--- src/rtl/input_conditioner.sv ---
// Three-channel synchroniser and debouncer with a qualified enable for the downstream logic stage.
// Optional macro COND_GLITCH_CNT_EN adds glitch_cnt_o, a saturating count of aborted (bounced) changes.
module input_conditioner #(
    parameter int DEBOUNCE_CYCLES = 4,
    parameter int CNT_W           = 4
) (
    input  logic clk_i,
    input  logic rst_i,
    input  logic en_i,
    input  logic raw_a_i,
    input  logic raw_b_i,
    input  logic raw_c_i,
    output logic a_o,
    output logic b_o,
    output logic c_o,
    output logic en_o,
    output logic chg_o
`ifdef COND_GLITCH_CNT_EN
    ,
    output logic [7:0] glitch_cnt_o
`endif
);

    typedef enum logic {
        STABLE,
        SETTLING
    } state_e;

    localparam logic [CNT_W-1:0] CNT_LAST = CNT_W'(DEBOUNCE_CYCLES - 1);

    logic [2:0]       raw;
    logic [2:0]       s1;
    logic [2:0]       s2;
    logic [2:0]       dout;
    state_e           state [3];
    logic [CNT_W-1:0] cnt   [3];
    logic [2:0]       upd;
    logic [2:0]       abort;
    logic             all_stable;

    assign raw             = {raw_c_i, raw_b_i, raw_a_i};
    assign {c_o, b_o, a_o} = dout;

    // NOTE: every output of this block gets a default first, so no latch is inferred.
    always_comb begin
        upd        = '0;
        abort      = '0;
        all_stable = 1'b1;
        for (int i = 0; i < 3; i++) begin
            if (state[i] == SETTLING) begin
                all_stable = 1'b0;
                if (s2[i] == dout[i])
                    abort[i] = 1'b1;
                else if (cnt[i] == CNT_LAST)
                    upd[i] = 1'b1;
            end
        end
    end

    // NOTE: sequential state uses non-blocking assignments only, so every flop samples pre-edge values.
    always_ff @(posedge clk_i or posedge rst_i) begin
        if (rst_i) begin
            s1    <= '0;
            s2    <= '0;
            dout  <= '0;
            en_o  <= 1'b0;
            chg_o <= 1'b0;
            for (int i = 0; i < 3; i++) begin
                state[i] <= STABLE;
                cnt[i]   <= '0;
            end
        end else begin
            s1    <= raw;
            s2    <= s1;
            chg_o <= |upd;
            // Rising needs all channels settled; once high, only en_i drops it.
            en_o  <= en_i & (en_o | all_stable);
            for (int i = 0; i < 3; i++) begin
                case (state[i])
                    STABLE: begin
                        if (s2[i] != dout[i]) begin
                            state[i] <= SETTLING;
                            cnt[i]   <= CNT_W'(1);
                        end else begin
                            cnt[i]   <= '0;
                        end
                    end
                    SETTLING: begin
                        if (abort[i]) begin
                            state[i] <= STABLE;
                            cnt[i]   <= '0;
                        end else if (upd[i]) begin
                            dout[i]  <= s2[i];
                            state[i] <= STABLE;
                            cnt[i]   <= '0;
                        end else begin
                            cnt[i]   <= cnt[i] + CNT_W'(1);
                        end
                    end
                    default: begin
                        state[i] <= STABLE;
                        cnt[i]   <= '0;
                    end
                endcase
            end
        end
    end

`ifdef COND_GLITCH_CNT_EN
    logic [8:0] glitch_sum;

    assign glitch_sum = {1'b0, glitch_cnt_o} + 9'(abort[0]) + 9'(abort[1]) + 9'(abort[2]);

    always_ff @(posedge clk_i or posedge rst_i) begin
        if (rst_i)
            glitch_cnt_o <= '0;
        else
            glitch_cnt_o <= (glitch_sum > 9'd255) ? 8'hFF : glitch_sum[7:0];
    end
`endif

endmodule
--- config.mk ---
export PLATFORM = sky130hd
export DESIGN_NAME = input_conditioner
export DESIGN_NICKNAME = d
export VERILOG_FILES = /design/src/rtl/input_conditioner.sv
export SDC_FILE = /design/constraint.sdc
export NUM_CORES = 1
export LEC_CHECK = 0
export ABC_AREA = 1
export CORE_ASPECT_RATIO = 1.5
export CORE_MARGIN = 3
export CORE_UTILIZATION = 49
export DETAILED_ROUTE_END_ITERATION = 8
export PLACE_DENSITY = 0.83
export SYNTH_ARGS = -nofsm -noshare
export SYNTH_HDL_FRONTEND = slang
export SYNTH_SLANG_ARGS = --single-unit
--- constraint.sdc ---
create_clock -name clk_i -period 0.9 [get_ports clk_i]
set_input_delay 0.18 -clock clk_i [delete_from_list [all_inputs] [get_ports clk_i]]
set_output_delay 0.18 -clock clk_i [all_outputs]
set_load 0.03 [all_outputs]
-- Yosys cells after proc, flatten, opt, wreduce, memory -nomap -nowiden
Index checks and enable logic that the tools add are counted.
- logic and storage cells: 79
- bits of input ports: 6
- register bits after elaboration: 26
- output and inout port bits: 5
- equality and inequality tests: 9
- reductions and logical operators: 4
- multiplexer cells: 42
- bitwise logic cells: 8
- $add $sub $neg: 3
- operators by type and width (cell ; number):
    2-to-1 mux 1 bit ; 30
    2-to-1 mux 4 bit ; 6
    case mux 4 bit (2 select lines) ; 3
    adder 4 x 1 -> 4 bit, second input constant ; 3
    equality test 4 x 2 -> 1 bit, second input constant ; 3
    AND reduction 3 bit ; 3
    inverter 1 bit ; 6
    case mux 1 bit (2 select lines) ; 3
    equality test 1 bit ; 3
    inequality test 1 bit ; 3
    OR reduction 3 bit ; 1
    AND 1 bit ; 1
    OR 1 bit ; 1

-- Depth between registers and ports, before layout
- depth after elaboration: 7
- gate-level depth with buffers: 6
- depth with buffers taken out: 6

-- Worst setup path after synthesis
OpenSTA, ideal clock, no wires.
- kind: reg-to-reg
- start: register dout[1]
- end: register dout[1]
- setup time: 0.118 ns
- path buffers: 0
- period minus slack after synthesis: 1.059 ns
- stages on the path, launching flop included: 7
- slack: -0.159 ns
- required time: 0.782 ns
- data arrival time: 0.941 ns
- path through: dfrtp_1 -> inv_1 -> nand2_1 -> nand2_2 -> nand3_1 -> nand2_1 -> nand2_1
- longest elaborated chain between the ends: 5
- elaborated cells on any way between the ends: 7
- classes of those cells: eq/ne (1); mux (4); bitwise (1); reduce/logical (1)
- RTL lines (element ; RTL line ; text):
    from (decl) ; 34 ; logic [2:0] dout;
    from (signal, indexed assignment) ; 93 ; dout[i] <= s2[i];
    equality test 1 bit * ; 52 ; if (s2[i] == dout[i])
    2-to-1 mux 1 bit ; 52 ;
    2-to-1 mux 1 bit ; 50 ; if (state[i] == SETTLING) begin
    inverter 1 bit (no source line) ; - ;
    AND reduction 3 bit (no source line) * ; - ;
Every way passes the cells marked *; elsewhere a longest branch is shown, timed or not.
A chain may end at the register's enable or synchronous reset.

-- Worst setup path in the final report
- start: register dout[1]
- end: output b_o
- RTL lines (element ; RTL line ; text):
    to (decl) ; 14 ; output logic b_o,
No word-level cell between the ends.

==> tab_implementation.tex <==
\begin{tabular}{lr}
\hline
Metric & Value \\
\hline
\multicolumn{2}{l}{\textbf{Outcome}} \\
Run status & complete, but fails checks \\
Failing checks & negative setup slack \\
\multicolumn{2}{l}{\textbf{Floorplan}} \\
Standard-cell rows & 20 \\
Initial standard-cell utilization of the core & 53.8\% \\
Floorplan die height & 64.8 um \\
Width of the chip & 45.2 um \\
I/O pin total & 11 \\
Area enclosed by the die boundary & 2930 um2 \\
Core box area & 2100 um2 \\
\multicolumn{2}{l}{\textbf{Worst setup path}} \\
Critical path data arrival time & 1.01 ns \\
Crit-path max cell delay & 0.44 ns \\
Cells along the critical path & buf\_6 > buf\_6 \\
Internal reg-to-reg setup slack & -0.24 ns \\
Library cell contributing the largest single delay on the critical path & sky130\_fd\_sc\_hd\_\_dfrtp\_2 \\
Crit Path Max Fanout & 2 \\
Critical R2R Capture & dout[1] \\
Cell count of the worst reg-to-reg path & 7 \\
Sort of element at the start of the critical path & register \\
Critical path capture point & b\_o \\
Critical R2R Launch & dout[1] \\
Launch point of the worst path & dout[1] \\
Most frequent CP cell & sky130\_fd\_sc\_hd\_\_buf\_6 \\
Category of the worst setup path capture point & output pin \\
Endpoint required time on the critical path & 0.72 ns \\
Worst setup path class & reg2out \\
\multicolumn{2}{l}{\textbf{Finish}} \\
Layout Cells excl Fill & 178 \\
Antenna diodes & 0 \\
NumNets Final & 166 \\
Layout cell share with drive strength beyond 1 & 53.8\% \\
Filler cell count in the final layout & 111 \\
P\&R area growth vs syn & 51.7\% \\
Utilization after layout & 81.5\% \\
\multicolumn{2}{l}{\textbf{Placement}} \\
HPWL after DPL & 1.63 mm \\
Count of buffers inserted at the top-level ports & 10 \\
DP Cell Count & 162 \\
Routability congestion estimate & 0.748 \\
\multicolumn{2}{l}{\textbf{Timing}} \\
Setup total negative slack & -4.48 ns \\
Smallest setup slack after layout & -0.295 ns \\
Final critical-path required period & 1.19 ns \\
Total count of max-transition violations in the final report & 0 \\
Headroom to the max-slew limit & 81.6\% \\
Number of endpoints with negative hold slack in the final report & 0 \\
Final worst clock skew & 0.00457 ns \\
Final Cycle Share & 133\% \\
Number of endpoints failing setup at the final stage & 25 \\
Unrepaired setup endpoints after global routing & yes \\
Maximum achievable frequency & 837 MHz \\
Transition time of the tightest slew-check pin & 0.276 ns \\
\multicolumn{2}{l}{\textbf{Synthesis}} \\
Library cell with the highest instance count after synthesis & sky130\_fd\_sc\_hd\_\_dfrtp\_1 \\
Number of distinct library cell variants in the gate-level netlist after synthesis & 16 \\
Number of synthesized register bits & 26 \\
Most area-consuming cells after synthesis & sky130\_fd\_sc\_hd\_\_dfrtp\_1 (58\%), sky130\_fd\_sc\_hd\_\_nand2\_1 (8.0\%), sky130\_fd\_sc\_hd\_\_inv\_1 (6.0\%), sky130\_fd\_sc\_hd\_\_ha\_1 (3.3\%), sky130\_fd\_sc\_hd\_\_nand2\_2 (3.3\%) \\
Top post-synthesis cells by count & sky130\_fd\_sc\_hd\_\_dfrtp\_1 (26), sky130\_fd\_sc\_hd\_\_nand2\_1 (24), sky130\_fd\_sc\_hd\_\_inv\_1 (18), sky130\_fd\_sc\_hd\_\_nand3\_1 (7) \\
Average cell area after synthesis & 9.74 um2 \\
Warnings, synthesis & 0 \\
Main synth FF type & sky130\_fd\_sc\_hd\_\_dfrtp\_1 \\
Combined area of all synthesized cells & 1130 um2 \\
Cell type with the highest aggregate area in the netlist & sky130\_fd\_sc\_hd\_\_dfrtp\_1 \\
Proportion of netlist area held by the largest area contributor & 57.6\% \\
Synth Instances & 116 \\
Sequential area share after synthesis & 57.6\% \\
Post-Synthesis Net Count & 125 \\
Number of enable-type register cells in the synthesized netlist & 0 \\
Asr flop ratio synth & 100\% \\
\multicolumn{2}{l}{\textbf{Global routing}} \\
First-pass GRT wire length & 4.44 mm \\
All-Layer GR Usage & 21.2\% \\
Via count of the first global-routing pass & 1029 \\
Pin count of the biggest net entering global routing & 27 \\
Initial antenna violation count & 0 \\
Global-route congestion overflow total & 0 \\
\multicolumn{2}{l}{\textbf{Clocking}} \\
Max H-tree Level & 1 \\
TritonCTS clock tree & yes \\
Clk sink count & 26 \\
Maximum clock path buffer count & 2 \\
Cell at the root of the clock tree & sky130\_fd\_sc\_hd\_\_clkbuf\_4 \\
Number of buffers created by CTS & 3 \\
Insertion delay of the later-clocked pin in the worst-skew pair & 0.33 ns \\
Clock transition at the register clock pins on the worst setup and hold paths after CTS & 0.13 ns \\
\multicolumn{2}{l}{\textbf{Detailed routing}} \\
DRT Pass-1 Iters & 4 \\
Wire length after detailed routing & 2.72 mm \\
Total vias in the final route & 961 \\
Post-route antenna net violation count & 0 \\
Routed via count divided by cell count & 5.40 \\
Number of remaining DRC errors & 0 \\
Starting DRT DRC Count & 12 \\
Routed len/inst & 15.3 um \\
\multicolumn{2}{l}{\textbf{Power}} \\
Lkg Pwr & 0.000803 uW \\
PwrDens & 2700 nW/um2 \\
Max VDD drop & 2.26 mV \\
\multicolumn{2}{l}{\textbf{Run}} \\
Max capacitance violation total & 0 \\
\multicolumn{2}{l}{\textbf{Min path}} \\
Path category of the worst min-delay check & in2async \\
\hline
\end{tabular}
## worst max-delay path, delay by kind of cell, from the launching register on
family / cells / cell delay (ns)
flops: 1 / 0.44
buf+inv: 2 / 0.25
## where the power goes
part           switching [uW]  leakage [uW]  internal [uW]
Sequential                362      0.000328           1460
Combinational            1120      0.000454           1090
Clock                     345     0.0000210            248
## kinds of logic after synthesis
group | count (synthesis) | synth area share (%)
buffers and inverters | 18 | 5.98
AO/OA/AOI/OAI | 4 | 2.99
XOR/XNOR | 3 | 2.33
AND/OR/NAND/NOR | 62 | 27.8
adder cells (fa/ha/maj) | 3 | 3.32
flip-flops | 26 | 57.6
## state kept, by name (all words and copies together) (netlist names)
register / flops
cnt: 12
s2: 3
s1: 3
state: 3
chg_o: 1
dout: 3
en_o: 1
## how the worst min path moves through the flow
stage          startpoint  endpoint  slack [ns]  depth (start not counted)
2_1_floorplan     raw_a_i     s1[0]        0.21                          0
3_3_place_gp        s1[1]     s2[1]        0.33                          0
3_5_place_dp        s1[0]     s2[0]        0.34                          0
4_1_cts             rst_i    cnt[9]        0.17                          3
5_1_grt             rst_i    cnt[9]        0.14                          3
6_report            rst_i    cnt[9]        0.16                          3
## timing repair
item,CTS,global route
gates resized for setup,30,18
endpoints found under the setup margin,25,25
pin swaps,9,11
hold buffers,0,0
setup buffers,6,6
## final cells by class
class	instances	area, um2	area share [%]
Timing Repair Buffer	36	329	19.2
Sequential cell	26	657	38.3
Clock buffer	4	36.3	2.12
Multi-Input combinational cell	72	594	34.7
Inverter	18	70.1	4.09
Tap cell	22	27.5	1.61
## per-stage QoR
stage / worst slack (ns) / hold slack, ns / total power [uW] / area, um2
2_1_floorplan: -0.0939 / 0.211 / 2520 / 1150
3_3_place_gp: -0.173 / 0.334 / 3060 / 1380
3_5_place_dp: -0.188 / 0.342 / 3150 / 1380
4_1_cts: -0.289 / 0.174 / 4230 / 1580
5_1_grt: -0.341 / 0.140 / 4950 / 1710
6_report: -0.295 / 0.162 / 4630 / 1710
## per-layer routing
layer,track usage [%],vias up,part of all wire (%)
li1,-,447,-
met1,21.5,482,36
met2,38.8,24,58
met3,3.33,8,2.9
met4,11.0,0,2.6
met5,0,-,0
## cell usage in the layout, fill, tap and decap left out
cell type	synthesis	routed
sky130_fd_sc_hd__and3_1	1	1
sky130_fd_sc_hd__clkdlybuf4s50_1	0	5
sky130_fd_sc_hd__nand4_1	6	6
sky130_fd_sc_hd__xor2_2	0	1
sky130_fd_sc_hd__xor2_1	3	2
sky130_fd_sc_hd__dfrtp_1	26	21
sky130_fd_sc_hd__inv_4	0	1
sky130_fd_sc_hd__buf_6	0	9
sky130_fd_sc_hd__inv_2	0	2
sky130_fd_sc_hd__nor2_1	6	4
sky130_fd_sc_hd__nand2_2	6	12
sky130_fd_sc_hd__ha_2	0	2
sky130_fd_sc_hd__nor2_4	0	5
sky130_fd_sc_hd__nand2_1	24	12
sky130_fd_sc_hd__o21a_1	1	1
sky130_fd_sc_hd__a21oi_2	3	3
sky130_fd_sc_hd__ha_4	0	1
sky130_fd_sc_hd__inv_1	18	15
sky130_fd_sc_hd__buf_4	0	21
sky130_fd_sc_hd__nor2_2	5	2
sky130_fd_sc_hd__clkbuf_4	0	3
sky130_fd_sc_hd__nand2_4	0	6
sky130_fd_sc_hd__nand3_4	0	5
sky130_fd_sc_hd__nor3_2	0	1
sky130_fd_sc_hd__nand3_1	7	2
sky130_fd_sc_hd__dfrtp_2	0	5
sky130_fd_sc_hd__nand3_2	3	3
sky130_fd_sc_hd__or2_1	3	3
sky130_fd_sc_hd__clkbuf_8	0	1
sky130_fd_sc_hd__buf_12	0	1
Note: power is estimated with default switching activity, not from simulation.
